$ cat src/rtl/matrix_buffer_reader_if.sv
// Buffer read port and lane byte stream of the matrix buffer reader.
// The master side is the reader; the slave side is the buffer/serializer environment.
interface matrix_buffer_reader_if #(
  parameter int BYTES_PER_BLOCK = 2250,
  parameter int LANE_COUNT      = 12
);
  localparam int AW = $clog2(BYTES_PER_BLOCK);

  logic                    O_read_enable;
  logic [AW-1:0]           O_read_address;
  logic [LANE_COUNT*8-1:0] I_data_flat;
  logic [LANE_COUNT*8-1:0] O_lane_data;
  logic                    O_lane_valid;
  logic                    I_lane_ready;

  modport master (
    output O_read_enable, O_read_address, O_lane_data, O_lane_valid,
    input  I_data_flat, I_lane_ready
  );

  modport slave (
    input  O_read_enable, O_read_address, O_lane_data, O_lane_valid,
    output I_data_flat, I_lane_ready
  );
endinterface

$ cat src/rtl/matrix_buffer_reader.sv
// Streams one frame from the matrix buffer into a first-word fall-through FIFO feeding the lanes.
// Optional MATRIX_READER_STATS_EN adds a frame counter and a sticky start-overrun flag.
module matrix_buffer_reader #(
  parameter int BYTES_PER_BLOCK = 2250,
  parameter int LANE_COUNT      = 12,
  parameter int READ_LATENCY    = 2
) (
  input  logic                  I_clk,
  input  logic                  I_rst,
  matrix_buffer_reader_if.master bus,
  input  logic                  I_data_valid,
  input  logic                  I_start,
  output logic                  O_busy,
  output logic                  O_frame_done
`ifdef MATRIX_READER_STATS_EN
  ,
  output logic [15:0]           O_frame_count,
  output logic                  O_start_overrun
`endif
);
  localparam int AW         = $clog2(BYTES_PER_BLOCK);
  localparam int FIFO_DEPTH = READ_LATENCY + 2;
  localparam int PW         = $clog2(FIFO_DEPTH);
  localparam int OW         = $clog2(2 * FIFO_DEPTH + 1);
  localparam int DW         = LANE_COUNT * 8;

  localparam logic [AW-1:0] LAST_ADDR = AW'(BYTES_PER_BLOCK - 1);
  localparam logic [OW-1:0] DEPTH_OW  = OW'(FIFO_DEPTH);
  localparam logic [PW-1:0] LAST_PTR  = PW'(FIFO_DEPTH - 1);

  typedef enum logic [1:0] {IDLE, READ, DRAIN, DONE} state_t;

  state_t                  state_q;
  logic [AW-1:0]           addr_q;
  logic [READ_LATENCY-1:0] tag_q;
  logic [OW-1:0]           count_q;
  logic [PW-1:0]           rd_ptr_q;
  logic [PW-1:0]           wr_ptr_q;
  logic [DW-1:0]           fifo_mem [FIFO_DEPTH];

  logic [OW-1:0]           inflight;
  logic                    issue;
  logic                    push;
  logic                    pop;
  logic                    not_empty;

  function automatic logic [PW-1:0] next_ptr(input logic [PW-1:0] p);
    return (p == LAST_PTR) ? '0 : p + PW'(1);
  endfunction

  always_comb begin
    inflight = '0;
    for (int i = 0; i < READ_LATENCY; i++) begin
      inflight = inflight + OW'(tag_q[i]);
    end
  end

  // Reads in flight are counted as occupied slots so returning data always finds room.
  assign issue     = (state_q == READ) && ((count_q + inflight) < DEPTH_OW);
  assign push      = tag_q[READ_LATENCY-1];
  assign not_empty = (count_q != '0);
  assign pop       = not_empty && bus.I_lane_ready;

  assign bus.O_read_enable  = issue;
  assign bus.O_read_address = addr_q;
  assign bus.O_lane_valid   = not_empty;
  assign bus.O_lane_data    = not_empty ? fifo_mem[rd_ptr_q] : '0;
  assign O_busy             = (state_q != IDLE);
  assign O_frame_done       = (state_q == DONE);

  always_ff @(posedge I_clk) begin
    if (I_rst) begin
      state_q  <= IDLE;
      addr_q   <= '0;
      tag_q    <= '0;
      count_q  <= '0;
      rd_ptr_q <= '0;
      wr_ptr_q <= '0;
    end else begin
      tag_q[0] <= issue;
      for (int i = 1; i < READ_LATENCY; i++) begin
        tag_q[i] <= tag_q[i-1];
      end
      if (push) wr_ptr_q <= next_ptr(wr_ptr_q);
      if (pop)  rd_ptr_q <= next_ptr(rd_ptr_q);
      if (push && !pop)      count_q <= count_q + OW'(1);
      else if (!push && pop) count_q <= count_q - OW'(1);

      case (state_q)
        IDLE:  if (I_start && I_data_valid) state_q <= READ;
        READ: begin
          if (issue) begin
            if (addr_q == LAST_ADDR) state_q <= DRAIN;
            else                     addr_q  <= addr_q + AW'(1);
          end
        end
        DRAIN: if ((tag_q == '0) && !not_empty) state_q <= DONE;
        DONE: begin
          state_q <= IDLE;
          addr_q  <= '0;
        end
        default: state_q <= IDLE;
      endcase
    end
  end

  // FIFO storage carries data only; emptiness is tracked by count_q.
  always_ff @(posedge I_clk) begin
    if (push) fifo_mem[wr_ptr_q] <= bus.I_data_flat;
  end

`ifdef MATRIX_READER_STATS_EN
  logic [15:0] frame_count_q;
  logic        overrun_q;

  always_ff @(posedge I_clk) begin
    if (I_rst) begin
      frame_count_q <= '0;
      overrun_q     <= 1'b0;
    end else begin
      if (state_q == DONE) frame_count_q <= frame_count_q + 16'd1;
      if (I_start && O_busy) overrun_q <= 1'b1;
    end
  end

  assign O_frame_count   = frame_count_q;
  assign O_start_overrun = overrun_q;
`endif
endmodule

$ cat src/flat_wrapper.sv
// flat-port wrapper written by rule: the top's interface ports become plain ports
module matrix_buffer_reader_flat 
#(
  parameter int BYTES_PER_BLOCK = 2250,
  parameter int LANE_COUNT      = 12,
  parameter int READ_LATENCY    = 2
)
  (I_clk, I_rst, I_data_valid, I_start, O_busy, O_frame_done, bus_O_read_enable, bus_O_read_address, bus_O_lane_data, bus_O_lane_valid, bus_I_data_flat, bus_I_lane_ready);
  matrix_buffer_reader_if #(.BYTES_PER_BLOCK(BYTES_PER_BLOCK), .LANE_COUNT(LANE_COUNT)) bus_i ();
  input  logic I_clk;
  input  logic I_rst;
  input  logic I_data_valid;
  input  logic I_start;
  output logic O_busy;
  output logic O_frame_done;
  output wire logic [$bits(bus_i.O_read_enable)-1:0] bus_O_read_enable;
  output wire logic [$bits(bus_i.O_read_address)-1:0] bus_O_read_address;
  output wire logic [$bits(bus_i.O_lane_data)-1:0] bus_O_lane_data;
  output wire logic [$bits(bus_i.O_lane_valid)-1:0] bus_O_lane_valid;
  input wire logic [$bits(bus_i.I_data_flat)-1:0] bus_I_data_flat;
  input wire logic [$bits(bus_i.I_lane_ready)-1:0] bus_I_lane_ready;
  assign bus_O_read_enable = bus_i.O_read_enable;
  assign bus_O_read_address = bus_i.O_read_address;
  assign bus_O_lane_data = bus_i.O_lane_data;
  assign bus_O_lane_valid = bus_i.O_lane_valid;
  assign bus_i.I_data_flat = bus_I_data_flat;
  assign bus_i.I_lane_ready = bus_I_lane_ready;
  matrix_buffer_reader #(.BYTES_PER_BLOCK(BYTES_PER_BLOCK), .LANE_COUNT(LANE_COUNT), .READ_LATENCY(READ_LATENCY)) u_core (.I_clk(I_clk), .I_rst(I_rst), .bus(bus_i), .I_data_valid(I_data_valid), .I_start(I_start), .O_busy(O_busy), .O_frame_done(O_frame_done));
endmodule
$ cat config.mk
export PLATFORM = sky130hd
export DESIGN_NAME = matrix_buffer_reader_flat
export DESIGN_NICKNAME = d
export VERILOG_FILES = /design/src/rtl/matrix_buffer_reader_if.sv /design/src/rtl/matrix_buffer_reader.sv /design/src/flat_wrapper.sv
export SDC_FILE = /design/constraint.sdc
export NUM_CORES = 1
export LEC_CHECK = 0
export CAP_MARGIN = 25
export CORE_AREA = 2 2 206 208
export DETAILED_ROUTE_END_ITERATION = 8
export DIE_AREA = 0 0 208 210
export SYNTH_ARGS = -nofsm -noshare
export SYNTH_HDL_FRONTEND = slang
export SYNTH_SLANG_ARGS = --single-unit
$ cat constraint.sdc
create_clock -name I_clk -period 9.3 [get_ports I_clk]
set_input_delay 1.86 -clock I_clk [delete_from_list [all_inputs] [get_ports I_clk]]
set_output_delay 1.86 -clock I_clk [all_outputs]
set_load 0.005 [all_outputs]
==> results of run 1 <==
## power by group
part	internal, mW	total [mW]	switching [mW]
Sequential	2.08	2.13	0.0584
Combinational	0.782	1.31	0.531
Clock	0.929	1.60	0.671
## cells in the mapped netlist (2+ instances only)
cell,count
edfxtp_1,384
and2_1,101
mux4_2,96
dfxtp_1,26
clkbuf_1,25
ha_1,17
nor2_1,17
nand2_1,14
buf_2,12
a21oi_1,11
inv_1,10
nor3_1,8
o21ai_0,7
nand4_1,6
mux2i_1,5
nand3_1,5
o31ai_1,3
o41ai_1,3
or3_1,3
xnor2_1,3
a21o_1,2
a31oi_1,2
a41oi_1,2
nand2b_1,2
or2_2,2
## metrics by stage
stage | hold WS (ns) | power, mW
6_report | 0.473 | 5.05
5_1_grt | 0.488 | 5.29
4_1_cts | 0.470 | 5.13
3_5_place_dp | 0.461 | 3.51
3_3_place_gp | 0.459 | 3.51
2_1_floorplan | 0.441 | 2.85
## worst paths after layout
path / slack [ns] / endpoint / from
setup reg to reg: 5.75 / u_core.count_q[3] / u_core.count_q[2]
hold / removal: 0.47 / u_core.tag_q[1] / u_core.tag_q[0]
setup / recovery: 4.21 / bus_O_lane_data[80] / register
hold reg to reg: 0.47 / u_core.tag_q[1] / u_core.tag_q[0]
## sequential cells by signal, indices dropped and copies added, names as in the netlist, named ones only
| signal | cells |
|---|---|
| u_core.bus.O_read_address | 12 |
| u_core.wr_ptr_q | 2 |
| u_core.tag_q | 2 |
| u_core.fifo_mem | 384 |
| u_core.state_q | 2 |
| u_core.count_q | 4 |
| u_core.rd_ptr_q | 2 |
## layer usage
layer | up-vias | part of all wire [%]
li1 | 3627 | -
met1 | 4128 | 42
met2 | 218 | 49
met3 | 47 | 7.7
met4 | 6 | 1.6
met5 | - | 0.12
## kinds of logic after synthesis
kind of cell,count (synthesis)
mux,101
flops,410
buf+inv,50
simple gates,165
xor+xnor,4
compound gates,38
fa+ha+maj,18
## worst max-delay path, cell delays in order (launching register included)
cell and delay [ns]:
dfxtp_4 0.87, buf_4 0.72, mux4_2 0.40, and2_1 0.16, clkdlybuf4s50_1 0.51
## layout make-up
| class | count | share of cell area, % |
|---|---|---|
| inverters | 12 | 0.225 |
| repair buffers | 222 | 11.1 |
| well taps | 539 | 3.37 |
| clock buffers | 66 | 6.07 |
| multi-input cells | 326 | 18.6 |
| flip-flops and latches | 410 | 60.2 |
| clock inverters | 14 | 0.469 |
==> impl_metrics.env, run 1 <==
export IMPL_clkTransAtPathRegs_ns=0.05
export IMPL_grt_use_met3_pct=5.41
export IMPL_synth_area_top_cells="edfxtp_1 (72%), mux4_2 (14%), and2_1 (4.0%)"
export IMPL_start_util_pct=38.5
export IMPL_port_buffers=212
export IMPL_track_usage_pct=15.2
export IMPL_hold_class="register to register"
export IMPL_clkSinkCount=410
export IMPL_yosysTopAreaCell="edfxtp_1"
export IMPL_fin_crit_ns=5.09
export IMPL_synth_nets=905
export IMPL_syn_area_um2=16000
export IMPL_chipWidth_um=208
export IMPL_min_period_over_period_pct=54.8
export IMPL_multi_input_area_um2=3720
export IMPL_antenna_found_initial=3
export IMPL_avgSynthCellArea_um2=20.3
export IMPL_endpoint_kind="output pin"
export IMPL_post_cts_buffers=0
export IMPL_grt_pass1_wl_um=50400
export IMPL_finalMaxSlewViolations=0
export IMPL_path_class="register to output pin"
export IMPL_grt_start_max_net_pins=85
export IMPL_num_io_pins=213
export IMPL_cts_tree="built"
export IMPL_synth_cells=786
export IMPL_ff_latch_area_um2=12100
export IMPL_worst_pin_slew_ns=0.997
export IMPL_setup_viol=0
export IMPL_ir_drop_v=0.000166
export IMPL_synth_cell_types=45
export IMPL_status="finished, final reports clean"
export IMPL_hold_viol=0
export IMPL_diodes=0
export IMPL_met1_usage_pct=19.1
export IMPL_synth_xor_area_share_pct=0.219
export IMPL_synth_simple_area_share_pct=6.03
export IMPL_core_area_um2=41500
export IMPL_fmaxAchievable_ghz=0.196
export IMPL_grt_met2_usage_pct=25.1
export IMPL_place_area_um2=18700
export IMPL_clkLatencyLatePin_ns=0.56
export IMPL_area_delta_synth_final_pct=25.4
export IMPL_post_route_drc_count=0
export IMPL_fp_dieH_um=210
export IMPL_synth_fa_ha_area_share_pct=1.46
export IMPL_placed_cells=1508
export IMPL_wl_per_cell_um=20.7
export IMPL_ant_nets=0
export IMPL_hold_buffers=0
export IMPL_nets=1135
export IMPL_first_pass_iters=4
export IMPL_synth_flop_cell="edfxtp_1"
export IMPL_synth_top_family_by_area="multiplexers"
export IMPL_ys_seq_area_share_pct=75.5
export IMPL_wl_um=32800
export IMPL_cts_buffer_depth=3
export IMPL_cts_root_buf="clkbuf_16"
export IMPL_cp_start_kind="register"
export IMPL_grt_overflow=0
export IMPL_power_density_nw_per_um2=252
export IMPL_htreeDepth=2
export IMPL_critPathArrivalTime_ns=3.23
export IMPL_reg2reg_depth=13
export IMPL_hold_depth=2
export IMPL_muxShareOfSynthArea_pct=13.9
export IMPL_ys_async_sr_fraction_pct=0
export IMPL_drtIter0Drc=479
export IMPL_drive_above_1_share_pct=16.5
export IMPL_dpl_hpwl_um=19200
export IMPL_fin_setup_tns_ns=0
export IMPL_numCtsBuffers=44
export IMPL_die_area_um2=43700
export IMPL_row_count=75
export IMPL_crit_required_ns=7.44
export IMPL_layout_commonest_cell="edfxtp_1"
export IMPL_cts_resized_gates=0
export IMPL_viasPerCell=5.05
export IMPL_vias=8026
export IMPL_relSlewSlack_pct=33.5
export IMPL_yosysWarnings=0
export IMPL_max_cap_viol_count=0
export IMPL_final_cells=1589
export IMPL_final_area_um2=20000
export IMPL_crit_fanout=49
export IMPL_layout_common_cells="edfxtp_1 (384), clkdlybuf4s50_1 (212), and2_1 (97)"
export IMPL_fillers=3477
export IMPL_fin_ws_ns=4.21
export IMPL_gp_congestion=0.800
export IMPL_synth_top_area_share_pct=72.2
export IMPL_grt_busiest_layer="met2"
export IMPL_place_ws_ns=4.68
export IMPL_p_leak_nw=6.31
export IMPL_skew_ns=0.0145
export IMPL_synth_compound_area_share_pct=1.66
export IMPL_grt_pass1_vias=8540
export IMPL_synth_edff_count=384
export IMPL_ys_ff_latch=410
export IMPL_rsz0062_at_grt="no"
export IMPL_fin_util_pct=48.3
Note: power is estimated with default switching activity, not from simulation.
==> run 2, diff against run 1 <==
clock period = 5 ns   (was 9.3 ns; I/O delays follow)
==> run 2 against run 1 <==
Against the previous run:
- die area did not move
- routed wire length rose by 3.5%
- critical path depth did not move
- global-route usage rose by 0.54 points
- clock-buffer cell count fell by 11
- largest power group unchanged
==> impl_metrics.env, run 2 (synthesized netlist as in run 1, its figures left out) <==
export IMPL_ant_nets=0
export IMPL_clkSinkCount=410
export IMPL_met1_usage_pct=20.8
export IMPL_diodes=0
export IMPL_track_usage_pct=15.7
export IMPL_cts_root_buf="clkbuf_16"
export IMPL_largest_register="u_core.fifo_mem"
export IMPL_area_delta_synth_final_pct=26.8
export IMPL_wl_per_cell_um=21.3
export IMPL_clkLatencyLatePin_ns=0.56
export IMPL_row_count=75
export IMPL_gp_congestion=0.752
export IMPL_port_buffers=212
export IMPL_vias=8012
export IMPL_drtIter0Drc=429
export IMPL_grt_met2_usage_pct=25.0
export IMPL_grt_pass1_wl_um=51700
export IMPL_fin_crit_ns=3.77
export IMPL_path_class="register to output pin"
export IMPL_grt_use_met3_pct=4.80
export IMPL_grt_pass1_vias=8532
export IMPL_cts_resized_gates=0
export IMPL_largest_reg_flops=384
export IMPL_placed_cells=1513
export IMPL_dpl_hpwl_um=19700
export IMPL_fp_dieH_um=210
export IMPL_worst_pin_slew_ns=0.936
export IMPL_fmaxAchievable_ghz=0.265
export IMPL_fillers=3501
export IMPL_core_area_um2=41500
export IMPL_grt_busiest_layer="met2"
export IMPL_status="finished, final reports clean"
export IMPL_skew_ns=0.0166
export IMPL_wl_um=34000
export IMPL_cts_tree="built"
export IMPL_ir_drop_v=0.000373
export IMPL_post_route_drc_count=0
export IMPL_drive_above_1_share_pct=17.9
export IMPL_finalMaxSlewViolations=0
export IMPL_crit_fanout=40
export IMPL_rsz0062_at_grt="no"
export IMPL_hold_buffers=0
export IMPL_layout_common_cells="edfxtp_1 (384), clkdlybuf4s50_1 (212), and2_1 (97)"
export IMPL_die_area_um2=43700
export IMPL_post_cts_buffers=0
export IMPL_chipWidth_um=208
export IMPL_hold_class="register to register"
export IMPL_layout_commonest_cell="edfxtp_1"
export IMPL_numCtsBuffers=44
export IMPL_p_leak_nw=6.42
export IMPL_hold_viol=0
export IMPL_cp_start_kind="register"
export IMPL_cts_buffer_depth=3
export IMPL_first_pass_iters=4
export IMPL_min_period_over_period_pct=75.4
export IMPL_htreeDepth=2
export IMPL_num_io_pins=213
export IMPL_viasPerCell=5.02
export IMPL_antenna_found_initial=2
export IMPL_critPathArrivalTime_ns=2.77
export IMPL_relSlewSlack_pct=37.6
export IMPL_start_util_pct=38.5
export IMPL_clkTransAtPathRegs_ns=0.06
export IMPL_nets=1139
export IMPL_max_cap_viol_count=0
export IMPL_grt_overflow=0
export IMPL_fin_setup_tns_ns=0
export IMPL_grt_start_max_net_pins=57
export IMPL_power_density_nw_per_um2=480
export IMPL_setup_viol=0
export IMPL_crit_required_ns=4.00
export IMPL_endpoint_kind="output pin"
export IMPL_final_cells=1595
run 2: changes by cell type in the layout (fill, tap and decap cells not counted):
| cell | delta |
|---|---|
| inv_6 | +1 |
| buf_12 | +5 |
| clkbuf_1 | -12 |
| buf_16 | -1 |
| clkinvlp_4 | +1 |
| clkinv_1 | +2 |
| clkbuf_8 | +1 |
| bufinv_16 | +4 |
| clkinv_2 | +5 |
run 2: routing by layer:
metal / vias to the layer above / routed length [um] / share of wire, %
met5: - / 27 / 0.079
met4: 4 / 658 / 1.9
met3: 50 / 2300 / 6.8
met2: 192 / 16300 / 48
met1: 4130 / 14700 / 43
li1: 3636 / - / -
run 2: final timing paths:
check | startpoint | end | slack, ns | cells after the start
max | register | bus_O_lane_data[0] | 1.23 | 4
min | u_core.tag_q[0] | u_core.tag_q[1] | 0.48 | 2
max reg2reg | u_core.count_q[2] | u_core.count_q[3] | 2.05 | 12
min reg2reg | u_core.tag_q[0] | u_core.tag_q[1] | 0.48 | 2
run 2: worst max-delay path, cell delays in order, from the launching register on:
cell and delay, ns:
dfxtp_4 0.78, buf_4 0.41, mux4_2 0.36, and2_1 0.17, clkdlybuf4s50_1 0.47
run 2: power breakdown:
group	switching, mW	internal, mW
combinational	1.04	1.48
sequential	0.0817	3.86
clock	1.31	1.94
total	2.44	7.28
run 2: cell type report:
| type | count | area (um^2) | area share (%) |
|---|---|---|---|
| Clock inverter | 27 | 263 | 1.30 |
| Timing Repair Buffer | 226 | 2290 | 11.3 |
| Clock buffer | 55 | 1180 | 5.85 |
| Multi-Input combinational cell | 326 | 3720 | 18.4 |
| Tap cell | 539 | 674 | 3.33 |
| Sequential cell | 410 | 12100 | 59.6 |
| Inverter | 12 | 45.0 | 0.223 |
run 2: stage by stage:
stage	area, um^2	setup WS (ns)	power [mW]	hold WS [ns]	util (%)
5_1_grt	20200	1.04	10.2	0.499	48.8
3_5_place_dp	18800	1.76	6.59	0.462	45.3
2_1_floorplan	16000	1.77	5.29	0.441	-
4_1_cts	20200	1.13	9.87	0.477	48.8
3_3_place_gp	18800	1.76	6.59	0.462	45.3
6_report	20200	1.23	9.72	0.476	48.8
